**src/rtl/glitcher_pkg.sv**
```systemverilog
// glitcher_pkg: shared trigger-mode constants, monitor state encoding and defaults.
// Contents:
//   DEF_CNT_W   - default width of the timeout/latency counters
//   trig_mode_e - TRIG_RISE / TRIG_FALL / TRIG_BOTH / TRIG_LEVEL
//   mon_state_e - trigger monitor FSM states
//   trig_match  - qualifies filtered level f against its delayed copy fp for a mode
package glitcher_pkg;
    localparam int DEF_CNT_W = 16;

    typedef enum logic [1:0] {
        TRIG_RISE  = 2'b00,
        TRIG_FALL  = 2'b01,
        TRIG_BOTH  = 2'b10,
        TRIG_LEVEL = 2'b11
    } trig_mode_e;

    typedef enum logic {
        MON_IDLE  = 1'b0,
        MON_ARMED = 1'b1
    } mon_state_e;

    function automatic logic trig_match(trig_mode_e m, logic f, logic fp);
        return (m == TRIG_RISE) ? (f & ~fp) :
               (m == TRIG_FALL) ? (~f & fp) :
               (m == TRIG_BOTH) ? (f ^ fp)  : f;
    endfunction
endpackage

```
**src/rtl/trigger_monitor_if.sv**
```systemverilog
// trigger_monitor_if: control/status bundle between the glitcher controller and the trigger monitor.
// Signals:
//   trig_i       - raw asynchronous line from the target
//   arm_i        - arm request (honoured only when idle)
//   abort_i      - disarm without a pulse
//   edge_sel_i   - trigger mode (trig_mode_e encoding)
//   filter_len_i - debounce length, filtered value changes after filter_len_i+1 differing cycles
//   timeout_i    - max ARMED cycles, 0 disables
//   armed_o      - high while armed
//   trig_o       - one-cycle qualified trigger pulse
//   timeout_o    - one-cycle timeout pulse
//   latency_o    - ARMED cycle count captured at trigger
//   level_o      - current filtered input level
// Modports: master drives the requests, slave is the monitor.
interface trigger_monitor_if
    import glitcher_pkg::*;
#(
    parameter int CNT_W = DEF_CNT_W
);
    logic             trig_i;
    logic             arm_i;
    logic             abort_i;
    logic [1:0]       edge_sel_i;
    logic [7:0]       filter_len_i;
    logic [CNT_W-1:0] timeout_i;
    logic             armed_o;
    logic             trig_o;
    logic             timeout_o;
    logic [CNT_W-1:0] latency_o;
    logic             level_o;

    modport master (
        output trig_i, arm_i, abort_i, edge_sel_i, filter_len_i, timeout_i,
        input  armed_o, trig_o, timeout_o, latency_o, level_o
    );

    modport slave (
        input  trig_i, arm_i, abort_i, edge_sel_i, filter_len_i, timeout_i,
        output armed_o, trig_o, timeout_o, latency_o, level_o
    );
endinterface

```
**src/rtl/input_filter.sv**
```systemverilog
// input_filter: synchronizer plus debounce for an asynchronous target-facing input.
// Ports:
//   clk, rst_n - clock and synchronous active-low reset
//   d_i        - raw asynchronous input
//   len_i      - debounce length, output follows after len_i+1 consecutive differing cycles
//   f_o        - filtered level
//   f_prev_o   - filtered level delayed by one cycle (for edge detection)
module input_filter #(
    parameter int SYNC_STAGES = 2
) (
    input  logic       clk,
    input  logic       rst_n,
    input  logic       d_i,
    input  logic [7:0] len_i,
    output logic       f_o,
    output logic       f_prev_o
);
    logic [SYNC_STAGES-1:0] sync_q;
    logic [7:0]             cnt_q, cnt_d;
    logic                   f_q, f_d, fp_q;
    logic                   s, diff, done;

    assign s    = sync_q[SYNC_STAGES-1];
    assign diff = s != f_q;
    // >= rather than == so a live shrink of len_i below the running count
    // still commits instead of letting the counter wrap.
    assign done = diff && (cnt_q >= len_i);

    always_comb begin
        cnt_d = (diff && !done) ? cnt_q + 8'd1 : 8'd0;
        f_d   = done ? s : f_q;
    end

    always_ff @(posedge clk) begin
        if (!rst_n) begin
            sync_q <= '0;
            cnt_q  <= '0;
            f_q    <= 1'b0;
            fp_q   <= 1'b0;
        end else begin
            sync_q <= {sync_q[SYNC_STAGES-2:0], d_i};
            cnt_q  <= cnt_d;
            f_q    <= f_d;
            fp_q   <= f_q;
        end
    end

    assign f_o      = f_q;
    assign f_prev_o = fp_q;
endmodule

```
**src/rtl/trigger_monitor.sv**
```systemverilog
// trigger_monitor: turns a qualified edge/level on the target's trigger line into a one-shot pulse.
// Ports:
//   clk, rst_n - clock and synchronous active-low reset
//   bus        - trigger_monitor_if slave: arm/abort/mode/filter/timeout in,
//                armed/trig/timeout pulses, captured latency and filtered level out
module trigger_monitor
    import glitcher_pkg::*;
#(
    parameter int SYNC_STAGES = 2,
    parameter int CNT_W       = DEF_CNT_W
) (
    input logic            clk,
    input logic            rst_n,
    trigger_monitor_if.slave bus
);
    mon_state_e       state_q, state_d;
    trig_mode_e       mode_q, mode_d;
    logic [CNT_W-1:0] cnt_q, cnt_d, tmo_q, tmo_d, lat_q, lat_d;
    logic             trig_q, trig_d, tmo_hit_q, tmo_hit_d;
    logic             f, f_prev, match;

    input_filter #(.SYNC_STAGES(SYNC_STAGES)) u_filter (
        .clk     (clk),
        .rst_n   (rst_n),
        .d_i     (bus.trig_i),
        .len_i   (bus.filter_len_i),
        .f_o     (f),
        .f_prev_o(f_prev)
    );

    assign match = trig_match(mode_q, f, f_prev);

    always_comb begin
        state_d   = state_q;
        mode_d    = mode_q;
        cnt_d     = cnt_q;
        tmo_d     = tmo_q;
        lat_d     = lat_q;
        trig_d    = 1'b0;
        tmo_hit_d = 1'b0;
        if (state_q == MON_IDLE) begin
            if (bus.arm_i && !bus.abort_i) begin
                state_d = MON_ARMED;
                mode_d  = trig_mode_e'(bus.edge_sel_i);
                tmo_d   = bus.timeout_i;
                cnt_d   = '0;
                lat_d   = '0;
            end
        end else begin
            cnt_d = (&cnt_q) ? cnt_q : cnt_q + 1'b1;
            // abort beats trigger beats timeout
            if (bus.abort_i) begin
                state_d = MON_IDLE;
            end else if (match) begin
                state_d = MON_IDLE;
                trig_d  = 1'b1;
                lat_d   = cnt_q;
            end else if (tmo_q != '0 && cnt_q == tmo_q) begin
                state_d   = MON_IDLE;
                tmo_hit_d = 1'b1;
            end
        end
    end

    always_ff @(posedge clk) begin
        if (!rst_n) begin
            state_q   <= MON_IDLE;
            mode_q    <= TRIG_RISE;
            cnt_q     <= '0;
            tmo_q     <= '0;
            lat_q     <= '0;
            trig_q    <= 1'b0;
            tmo_hit_q <= 1'b0;
        end else begin
            state_q   <= state_d;
            mode_q    <= mode_d;
            cnt_q     <= cnt_d;
            tmo_q     <= tmo_d;
            lat_q     <= lat_d;
            trig_q    <= trig_d;
            tmo_hit_q <= tmo_hit_d;
        end
    end

    assign bus.armed_o   = state_q == MON_ARMED;
    assign bus.trig_o    = trig_q;
    assign bus.timeout_o = tmo_hit_q;
    assign bus.latency_o = lat_q;
    assign bus.level_o   = f;
endmodule

```
**src/flat_wrapper.sv**
```systemverilog
// flat-port wrapper written by rule: the top's interface ports become plain ports
module trigger_monitor_flat import glitcher_pkg::*;
#(
    parameter int SYNC_STAGES = 2,
    parameter int CNT_W       = DEF_CNT_W
)
  (clk, rst_n, bus_trig_i, bus_arm_i, bus_abort_i, bus_edge_sel_i, bus_filter_len_i, bus_timeout_i, bus_armed_o, bus_trig_o, bus_timeout_o, bus_latency_o, bus_level_o);
  trigger_monitor_if #(.CNT_W(CNT_W)) bus_i ();
  input logic clk;
  input logic rst_n;
  input wire logic [$bits(bus_i.trig_i)-1:0] bus_trig_i;
  input wire logic [$bits(bus_i.arm_i)-1:0] bus_arm_i;
  input wire logic [$bits(bus_i.abort_i)-1:0] bus_abort_i;
  input wire logic [$bits(bus_i.edge_sel_i)-1:0] bus_edge_sel_i;
  input wire logic [$bits(bus_i.filter_len_i)-1:0] bus_filter_len_i;
  input wire logic [$bits(bus_i.timeout_i)-1:0] bus_timeout_i;
  output wire logic [$bits(bus_i.armed_o)-1:0] bus_armed_o;
  output wire logic [$bits(bus_i.trig_o)-1:0] bus_trig_o;
  output wire logic [$bits(bus_i.timeout_o)-1:0] bus_timeout_o;
  output wire logic [$bits(bus_i.latency_o)-1:0] bus_latency_o;
  output wire logic [$bits(bus_i.level_o)-1:0] bus_level_o;
  assign bus_i.trig_i = bus_trig_i;
  assign bus_i.arm_i = bus_arm_i;
  assign bus_i.abort_i = bus_abort_i;
  assign bus_i.edge_sel_i = bus_edge_sel_i;
  assign bus_i.filter_len_i = bus_filter_len_i;
  assign bus_i.timeout_i = bus_timeout_i;
  assign bus_armed_o = bus_i.armed_o;
  assign bus_trig_o = bus_i.trig_o;
  assign bus_timeout_o = bus_i.timeout_o;
  assign bus_latency_o = bus_i.latency_o;
  assign bus_level_o = bus_i.level_o;
  trigger_monitor #(.SYNC_STAGES(SYNC_STAGES), .CNT_W(CNT_W)) u_core (.clk(clk), .rst_n(rst_n), .bus(bus_i));
endmodule
```
**config.mk**
```make
export PLATFORM = sky130hd
export DESIGN_NAME = trigger_monitor_flat
export DESIGN_NICKNAME = d
export VERILOG_FILES = /design/src/rtl/glitcher_pkg.sv /design/src/rtl/trigger_monitor_if.sv /design/src/rtl/input_filter.sv /design/src/rtl/trigger_monitor.sv /design/src/flat_wrapper.sv
export SDC_FILE = /design/constraint.sdc
export NUM_CORES = 1
export LEC_CHECK = 0
export ABC_AREA = 1
export CAP_MARGIN = 0
export CORE_UTILIZATION = 46
export DETAILED_ROUTE_END_ITERATION = 10
export PLACE_DENSITY = 0.76
export REMOVE_ABC_BUFFERS = 1
export SYNTH_ARGS = -nofsm -noshare
export SYNTH_HDL_FRONTEND = slang
export SYNTH_SLANG_ARGS = --single-unit
```
**constraint.sdc**
```tcl
create_clock -name clk -period 1.6 [get_ports clk]
set_input_delay 0.24 -clock clk [delete_from_list [all_inputs] [get_ports clk]]
set_output_delay 0.24 -clock clk [all_outputs]
set_load 0.005 [all_outputs]
```
==> out/results.tsv, run 1 <==
stage	metric	value	unit
placement	Final HPWL DP	5960	µm
sta	final worst slack	-37.8	ps
worst_setup_path	CP startpoint	u_core.cnt_q[0]$_SDFFE_PN0P_	
power	total net switching power	0.877	mW
placement	RD Place Congestion	0.924	
global_route	initial antenna violation count	0	
yosys	Synth Cell Area	3250	µm²
worst_setup_path	CP Launch Type	flip-flop	
sta	final worst clock skew	10.3	ps
cts	Clock Tree Root	clkbuf_8	
floorplanning	Initial Utilization	47.9	%
floorplanning	Die X	86.1	µm
sta	Max Clk Rate	611	MHz
detailed_routing	ANT nets after route	0	
worst_setup_path	Worst R2R Start	u_core.cnt_q[0]$_SDFFE_PN0P_	
sta	Least-Margin Pin Slew	565	ps
floorplanning	Ports	51	
power	Peak VDD IR	0.000396	V
detailed_routing	number of remaining DRC errors	0	
layout	Core Util, Final	68.2	%
layout	fin nets	588	
worst_setup_path	Critical Path Sink Type	flip-flop	
cts	Clock Sinks	65	
yosys	share of the synthesized area in the top cell type	40.0	%
sta	Final Cycle Share	102	%
global_route	global-route wire length before repair	13900	µm
cts	CTS Buffer Depth	2	
sta	Final Hold Violating Endpoints	0	
yosys	dominant synthesized flop cell	dfxtp_1	
sta	final setup vio count	7	
sta	min cycle time layout	1640	ps
floorplanning	die area	7410	µm²
floorplanning	Cell Rows	30	
global_route	Total GRT Usage	24.0	%
power	Pleak	1.92	nW
yosys	count leader, synth	nand2_1	
detailed_routing	router iterations before antenna repair	4	
sta	Max-slew headroom	62.3	%
yosys	yosys warns	0	
sta	Fin Setup TNS	-106	ps
yosys	number of flops mapped to enable cells by yosys	0	
cts	clock-pin slew on the worst setup and hold paths	70	ps
power	clock power share	41.5	%
power	power per cell area	768	nW/µm²
power	P_int	2.68	mW
yosys	Yosys top cell by area	dfxtp_1	
yosys	mean area per synthesized cell	7.12	µm²
cts	TritonCTS clock tree	yes	
layout	share of layout cells above drive strength 1	20.9	%
hold_path	HP Class	reg2reg	
status	status	complete, but fails checks	
worst_setup_path	Critical Path RT	1880	ps
placement	port bufs	50	
global_route	number of global-route vias before repair	3063	
job	maxcap violations	0	
power	share of total power in sequential cells	47.0	%
worst_setup_path	critical-path maximum fanout	8	
power	combinational power share	11.5	%
global_route	pin count of the biggest net entering global routing	29	
layout	area added between synthesis and finish	42.4	%
cts	hold-fix buffer count after cts	0	
yosys	ys async rst share	0	%
yosys	Yosys reg bits	65	
detailed_routing	via count	3307	
detailed_routing	DRT iter0 DRCs	268	
floorplanning	DIE HEIGHT	86.1	µm
cts	latest clock arrival within the worst-skew pair	350	ps
status	failing checks	setup timing	
yosys	Netlist cell types	31	
sta	RSZ-0062 raised after global routing	true	
detailed_routing	Post-Route WL	8770	µm
yosys	Post-Syn Instances	457	
sta	Slew Viols, Final	0	
detailed_routing	Vias/cell	5.12	
yosys	synth top area cells	dfxtp_1, nand3_1, nand2_1, nor2_1, a21oi_1	
hold_path	Hold Crit Start	u_core.u_filter.sync_q[0]$_SDFF_PN0_	
yosys	register area share after synthesis	40.0	%
worst_setup_path	Crit Path Class	reg2reg	
cts	number of buffers created by CTS	9	
power	sw frac	24.6	%
floorplanning	Core Footprint	6790	µm²
worst_setup_path	CP Data Arrival Time	1920	ps
yosys	synth cell count leaders	nand2_1, nand3_1, dfxtp_1, nor2_1, inv_1	
cts	H-tree levels	3	
layout	number of diodes	0	
global_route	gr ovfl total	0	
detailed_routing	per-cell routed wire length	13.6	µm
final cells by class:
class / instances / area, µm²
Multi-Input combinational cell: 317 / 1850
Sequential cell: 65 / 1310
Tap cell: 96 / 120
Clock inverter: 4 / 50.0
Fill cell: 570 / 2160
Clock buffer: 12 / 165
Inverter: 53 / 199
Timing Repair Buffer: 99 / 933
worst max-delay path: stages, from the launching register on:
cell and delay, ps:
dfxtp_2 360, ha_4 150, nand2_4 60, nor2_4 190, nand2_4 80, o21ai_4 220
buf_6 170, nand2_8 80, nand3_2 90, nand2_1 50, nor2_1 110
layer usage:
layer	up-vias	part of all wire [%]	global-route usage (%)
li1	1665	-	-
met3	24	5.4	3.75
met2	117	47	38.7
met5	-	0	0
met1	1501	44	31.0
met4	0	3.1	12.3
final timing paths:
check,end,slack (ps),depth (start not counted)
worst min-delay path,u_core.u_filter.sync_q[1]$_SDFF_PN0_,410,2
worst max-delay path,u_core.cnt_q[15]$_SDFFE_PN0P_,-40,10
worst max register to register,u_core.cnt_q[15]$_SDFFE_PN0P_,-40,10
worst min register to register,u_core.u_filter.sync_q[1]$_SDFF_PN0_,410,2
layout by cell type (no fill, tap or decap), types with 2 or more instances in the layout:
cell / netlist / layout
nand4_1: 9 / 9
clkbuf_16: 0 / 2
a21oi_2: 0 / 10
a21oi_1: 39 / 29
inv_1: 52 / 51
nand3_2: 1 / 5
nor4_1: 2 / 2
ha_1: 12 / 6
xor2_1: 13 / 13
nor2_2: 1 / 3
nor3_1: 3 / 2
clkinvlp_4: 0 / 2
nand2_8: 0 / 2
nand2_4: 1 / 5
buf_4: 1 / 41
clkbuf_8: 0 / 12
dfxtp_1: 65 / 59
o21ai_0: 21 / 20
xnor2_1: 4 / 4
clkdlybuf4s50_1: 0 / 49
ha_4: 0 / 6
dfxtp_2: 0 / 5
nand3_1: 70 / 66
nand2_1: 75 / 68
nand2_2: 3 / 6
buf_6: 2 / 5
nor2_1: 53 / 51
kinds of logic after synthesis:
| kind of cell | Yosys count | synth area share (%) |
|---|---|---|
| AND/OR/NAND/NOR | 222 | 30.5 |
| flip-flops | 65 | 40.0 |
| adder cells (fa/ha/maj) | 12 | 4.62 |
| XOR/XNOR | 17 | 4.58 |
| buffers and inverters | 77 | 9.89 |
| AO/OA/AOI/OAI | 64 | 10.4 |
stage by stage:
stage               cells  worst slack [ps]  hold WS, ps  power [mW]  area, µm²
floorplan             433             -1370          333        1.87       3130
global placement      617              -313          394        2.05       4050
detailed placement    617              -390          398        2.06       4050
CTS                   634              3.07          406        3.53       4290
global route          646              -114          421        3.69       4630
finish                646             -37.8          407        3.56       4630
sequential cells by signal, summed over array words and instances (netlist names):
register	cells
u_core.u_filter.f_prev_o	1
u_core.u_filter.sync_q	2
u_core.tmo_q	16
u_core.u_filter.cnt_q	8
u_core.mode_q	2
u_core.u_filter.f_o	1
u_core.cnt_q	16
u_core.bus.timeout_o	1
u_core.bus.latency_o	16
u_core.bus.trig_o	1
u_core.bus.armed_o	1
power by group through the flow:
stage	sequential [mW]	clock (mW)	combinational (mW)
3_3_place_gp	1.71	0	0.340
3_5_place_dp	1.71	0	0.350
5_1_grt	1.67	1.57	0.450
4_1_cts	1.67	1.50	0.358
6_report	1.67	1.48	0.408
2_1_floorplan	1.71	0	0.165
timing repair:
action                     in CTS  in global routing
hold endpoints to repair        0                  0
gates resized for setup         6                 51
buffers inserted                0                  9
pin swaps                       1                 17
gates cloned                    1                  4
setup endpoints to repair      13                 42
(Power assumes the default switching activity.)
==> run 2: changes to the inputs <==
--- a/config.mk
+++ b/config.mk
@@ -11,6 +11,7 @@
 export DETAILED_ROUTE_END_ITERATION = 10
 export PLACE_DENSITY = 0.76
 export REMOVE_ABC_BUFFERS = 1
+export SKIP_LAST_GASP = 1
 export SYNTH_ARGS = -nofsm -noshare
 export SYNTH_HDL_FRONTEND = slang
 export SYNTH_SLANG_ARGS = --single-unit
==> run 2 against run 1 <==
Net effect:
- the flow still finishes with violations (setup timing)
- critical path type unchanged
- cell count did not move
- final area fell by 0.51%
- sequential share of layout area rose by 0.064 points
- sequential power barely moved
- non-clock buffer count did not move
- critical path depth fell by 1
- global-route usage fell by 0.081 points
- wire length rose by 0.59%
- clock power barely moved
- worst setup slack improved by 21 ps
- via count rose by 2.1%
==> out/results.tsv, run 2 (same netlist as run 1, synthesis figures left out) <==
stage	metric	value	unit	change
status	status	complete, but fails checks		unchanged
status	failing checks	setup timing		unchanged
detailed_routing	DRT iter0 DRCs	237		was 268
worst_setup_path	Setup crit end	u_core.cnt_q[11]$_SDFFE_PN0P_		was u_core.cnt_q[15]$_SDFFE_PN0P_
cts	number of buffers created by CTS	9		unchanged
cts	hold-fix buffer count after cts	0		unchanged
detailed_routing	via count	3377		was 3307
global_route	GR met2 Demand/Resource	38.6	%	was 38.7%
cts	TritonCTS clock tree	yes		unchanged
detailed_routing	ANT nets after route	0		unchanged
global_route	Most Crowded Layer GR	met2		unchanged
sta	Max-slew headroom	71.6	%	was 62.3%
hold_path	HP Class	reg2reg		unchanged
power	P_int	2.69	mW	was 2.68 mW
power	total net switching power	0.878	mW	was 0.877 mW
worst_setup_path	Most Frequent Cell on Critical Path	nand2_4		unchanged
worst_setup_path	CP Data Arrival Time	1840	ps	was 1920 ps
worst_setup_path	Worst Reg-to-Reg Cells	9		was 10
power	Peak VDD IR	0.000396	V	about the same
worst_setup_path	Top delay family on crit path	simple AND/OR/NAND/NOR gates		unchanged
global_route	pin count of the biggest net entering global routing	29		unchanged
power	clock power share	41.5	%	about the same
power	Pleak	1.91	nW	was 1.92 nW
worst_setup_path	CP startpoint	u_core.cnt_q[1]$_SDFFE_PN0P_		was u_core.cnt_q[0]$_SDFFE_PN0P_
sta	min cycle time layout	1620	ps	was 1640 ps
worst_setup_path	critical-path maximum fanout	8		unchanged
worst_setup_path	FF-to-FF setup slack	-20	ps	was -40 ps
sta	Slew Viols, Final	0		unchanged
floorplanning	Die X	86.1	µm	unchanged
global_route	gr ovfl total	0		unchanged
global_route	Total GRT Usage	23.9	%	was 24.0%
worst_setup_path	Worst R2R Start	u_core.cnt_q[1]$_SDFFE_PN0P_		was u_core.cnt_q[0]$_SDFFE_PN0P_
power	share of total power in sequential cells	46.9	%	was 47.0%
global_route	met3 GRT Util	3.75	%	unchanged
sta	final worst clock skew	10.5	ps	was 10.3 ps
detailed_routing	per-cell routed wire length	13.7	µm	was 13.6 µm
floorplanning	die area	7410	µm²	unchanged
floorplanning	Ports	51		unchanged
worst_setup_path	slowest CP cell	dfxtp_2		unchanged
detailed_routing	Vias/cell	5.23		was 5.12
power	sw frac	24.6	%	about the same
sta	final setup vio count	5		was 7
placement	Final HPWL DP	5960	µm	unchanged
cts	CTS Buffer Depth	2		unchanged
layout	fin nets	588		unchanged
sta	final worst slack	-17.1	ps	was -37.8 ps
sta	Max Clk Rate	618	MHz	was 611 MHz
power	power per cell area	773	nW/µm²	was 768 nW/µm²
global_route	number of global-route vias before repair	3053		was 3063
global_route	global-route wire length before repair	13900	µm	about the same
sta	RSZ-0062 raised after global routing	true		unchanged
cts	latest clock arrival within the worst-skew pair	350	ps	about the same
worst_setup_path	crit-path cells	ha_4, nand2_4, nor2_4, nand2_4, o21ai_4, buf_6, nand2_4, nand2_1, a21oi_2		was ha_4, nand2_4, nor2_4, nand2_4, o21ai_4, buf_6, nand2_8, nand3_2, nand2_1, nor2_1
detailed_routing	Post-Route WL	8820	µm	was 8770 µm
placement	port bufs	50		unchanged
floorplanning	Initial Utilization	47.9	%	unchanged
cts	H-tree levels	3		unchanged
worst_setup_path	Critical Path Sink Type	flip-flop		unchanged
worst_setup_path	Max stage delay on crit path	360	ps	about the same
worst_setup_path	CP Launch Type	flip-flop		unchanged
sta	Final Hold Violating Endpoints	0		unchanged
layout	number of diodes	0		unchanged
detailed_routing	number of remaining DRC errors	0		unchanged
worst_setup_path	Crit Path Class	reg2reg		unchanged
placement	RD Place Congestion	0.924		unchanged
layout	area added between synthesis and finish	41.7	%	was 42.4%
worst_setup_path	R2R Path End	u_core.cnt_q[11]$_SDFFE_PN0P_		was u_core.cnt_q[15]$_SDFFE_PN0P_
layout	share of layout cells above drive strength 1	20.2	%	was 20.9%
detailed_routing	router iterations before antenna repair	5		was 4
floorplanning	Core Footprint	6790	µm²	unchanged
layout	commonest non-fill, non-tap cells in the layout	nand2_1, nand3_1, dfxtp_1		unchanged
worst_setup_path	Worst Path Buf+Inv	1		unchanged
cts	Clock Tree Root	clkbuf_8		unchanged
cts	clock-pin slew on the worst setup and hold paths	70	ps	about the same
floorplanning	DIE HEIGHT	86.1	µm	unchanged
global_route	met1 Use GR	30.9	%	was 31.0%
floorplanning	Cell Rows	30		unchanged
sta	Fin Setup TNS	-49.2	ps	was -106 ps
power	combinational power share	11.5	%	about the same
cts	Clock Sinks	65		unchanged
worst_setup_path	number of cells on the critical path	9		was 10
worst_setup_path	Critical Path RT	1820	ps	was 1880 ps
sta	Least-Margin Pin Slew	426	ps	was 565 ps
power	Total Power	3.56	mW	about the same
sta	Final Cycle Share	101	%	was 102%
global_route	initial antenna violation count	0		unchanged
job	maxcap violations	0		unchanged
layout	commonest non-fill, non-tap cell in the layout	nand2_1		unchanged
run 2: changes by cell type in the layout (fill, tap and decap cells not counted), sizes merged:
cell | previous run | this run
dlygate4sd2 | 1 | 0
clkdlybuf4s50 | 49 | 50
run 2: per-stage QoR:
step / util [%] / cell area (µm²) / setup WS (ps) / hold slack, ps / std cells
after detailed placement: 59.7 / 4050 / -390 / 398 / 617
after CTS: 63.0 / 4280 / -16.9 / 406 / 634
after global placement: 59.7 / 4050 / -313 / 394 / 617
after global routing: 67.8 / 4610 / -99.2 / 421 / 646
final: 67.8 / 4610 / -17.1 / 408 / 646
after floorplan: - / 3130 / -1370 / 333 / 433
run 2: timing repair:
| item | 4_1_cts | 5_1_grt |
|---|---|---|
| buffers inserted | 0 | 8 |
| gates cloned | 1 | 4 |
| resized for setup | 3 | 47 |
| setup endpoints to repair | 13 | 43 |
| pin swaps | 1 | 18 |
run 2: cell type report:
| type | count | area (µm²) |
|---|---|---|
| Timing Repair Buffer | 99 | 942 |
| Tap cell | 96 | 120 |
| Sequential cell | 65 | 1310 |
| Multi-Input combinational cell | 317 | 1820 |
| Clock inverter | 4 | 50.0 |
| Clock buffer | 12 | 165 |
| Fill cell | 578 | 2190 |
| Inverter | 53 | 199 |
run 2: per-layer routing:
| layer | vias to the layer above | part of all wire [%] | wire [µm] |
|---|---|---|---|
| met5 | - | 0 | 0 |
| met4 | 0 | 3.2 | 283 |
| met3 | 28 | 6.1 | 536 |
| met2 | 142 | 48 | 4190 |
| met1 | 1546 | 43 | 3810 |
| li1 | 1661 | - | - |
run 2: worst reg2reg max path, stage by stage, from the launching register on:
cell and delay [ps]:
dfxtp_2 360, ha_4 150, nand2_4 60, nor2_4 190, nand2_4 90, o21ai_4 220, buf_6 150, nand2_4 90
nand2_1 130, a21oi_2 60
run 2: worst min-delay path by stage:
stage | from | end | slack (ps) | cells after the start
after floorplan | rst_n | u_core.u_filter.sync_q[0]$_SDFF_PN0_ | 330 | 2
after detailed placement | u_core.u_filter.sync_q[0]$_SDFF_PN0_ | u_core.u_filter.sync_q[1]$_SDFF_PN0_ | 400 | 2
final | u_core.u_filter.sync_q[0]$_SDFF_PN0_ | u_core.u_filter.sync_q[1]$_SDFF_PN0_ | 410 | 2
after global routing | u_core.u_filter.sync_q[0]$_SDFF_PN0_ | u_core.u_filter.sync_q[1]$_SDFF_PN0_ | 420 | 2
after CTS | u_core.u_filter.sync_q[0]$_SDFF_PN0_ | u_core.u_filter.sync_q[1]$_SDFF_PN0_ | 410 | 2
after global placement | u_core.u_filter.sync_q[0]$_SDFF_PN0_ | u_core.u_filter.sync_q[1]$_SDFF_PN0_ | 390 | 2
run 2: power by group through the flow:
stage | clock [mW] | combinational (mW) | sequential, mW
after floorplan | 0 | 0.165 | 1.71
after global placement | 0 | 0.340 | 1.71
after detailed placement | 0 | 0.350 | 1.71
after CTS | 1.50 | 0.358 | 1.67
after global routing | 1.57 | 0.450 | 1.67
final | 1.48 | 0.411 | 1.67
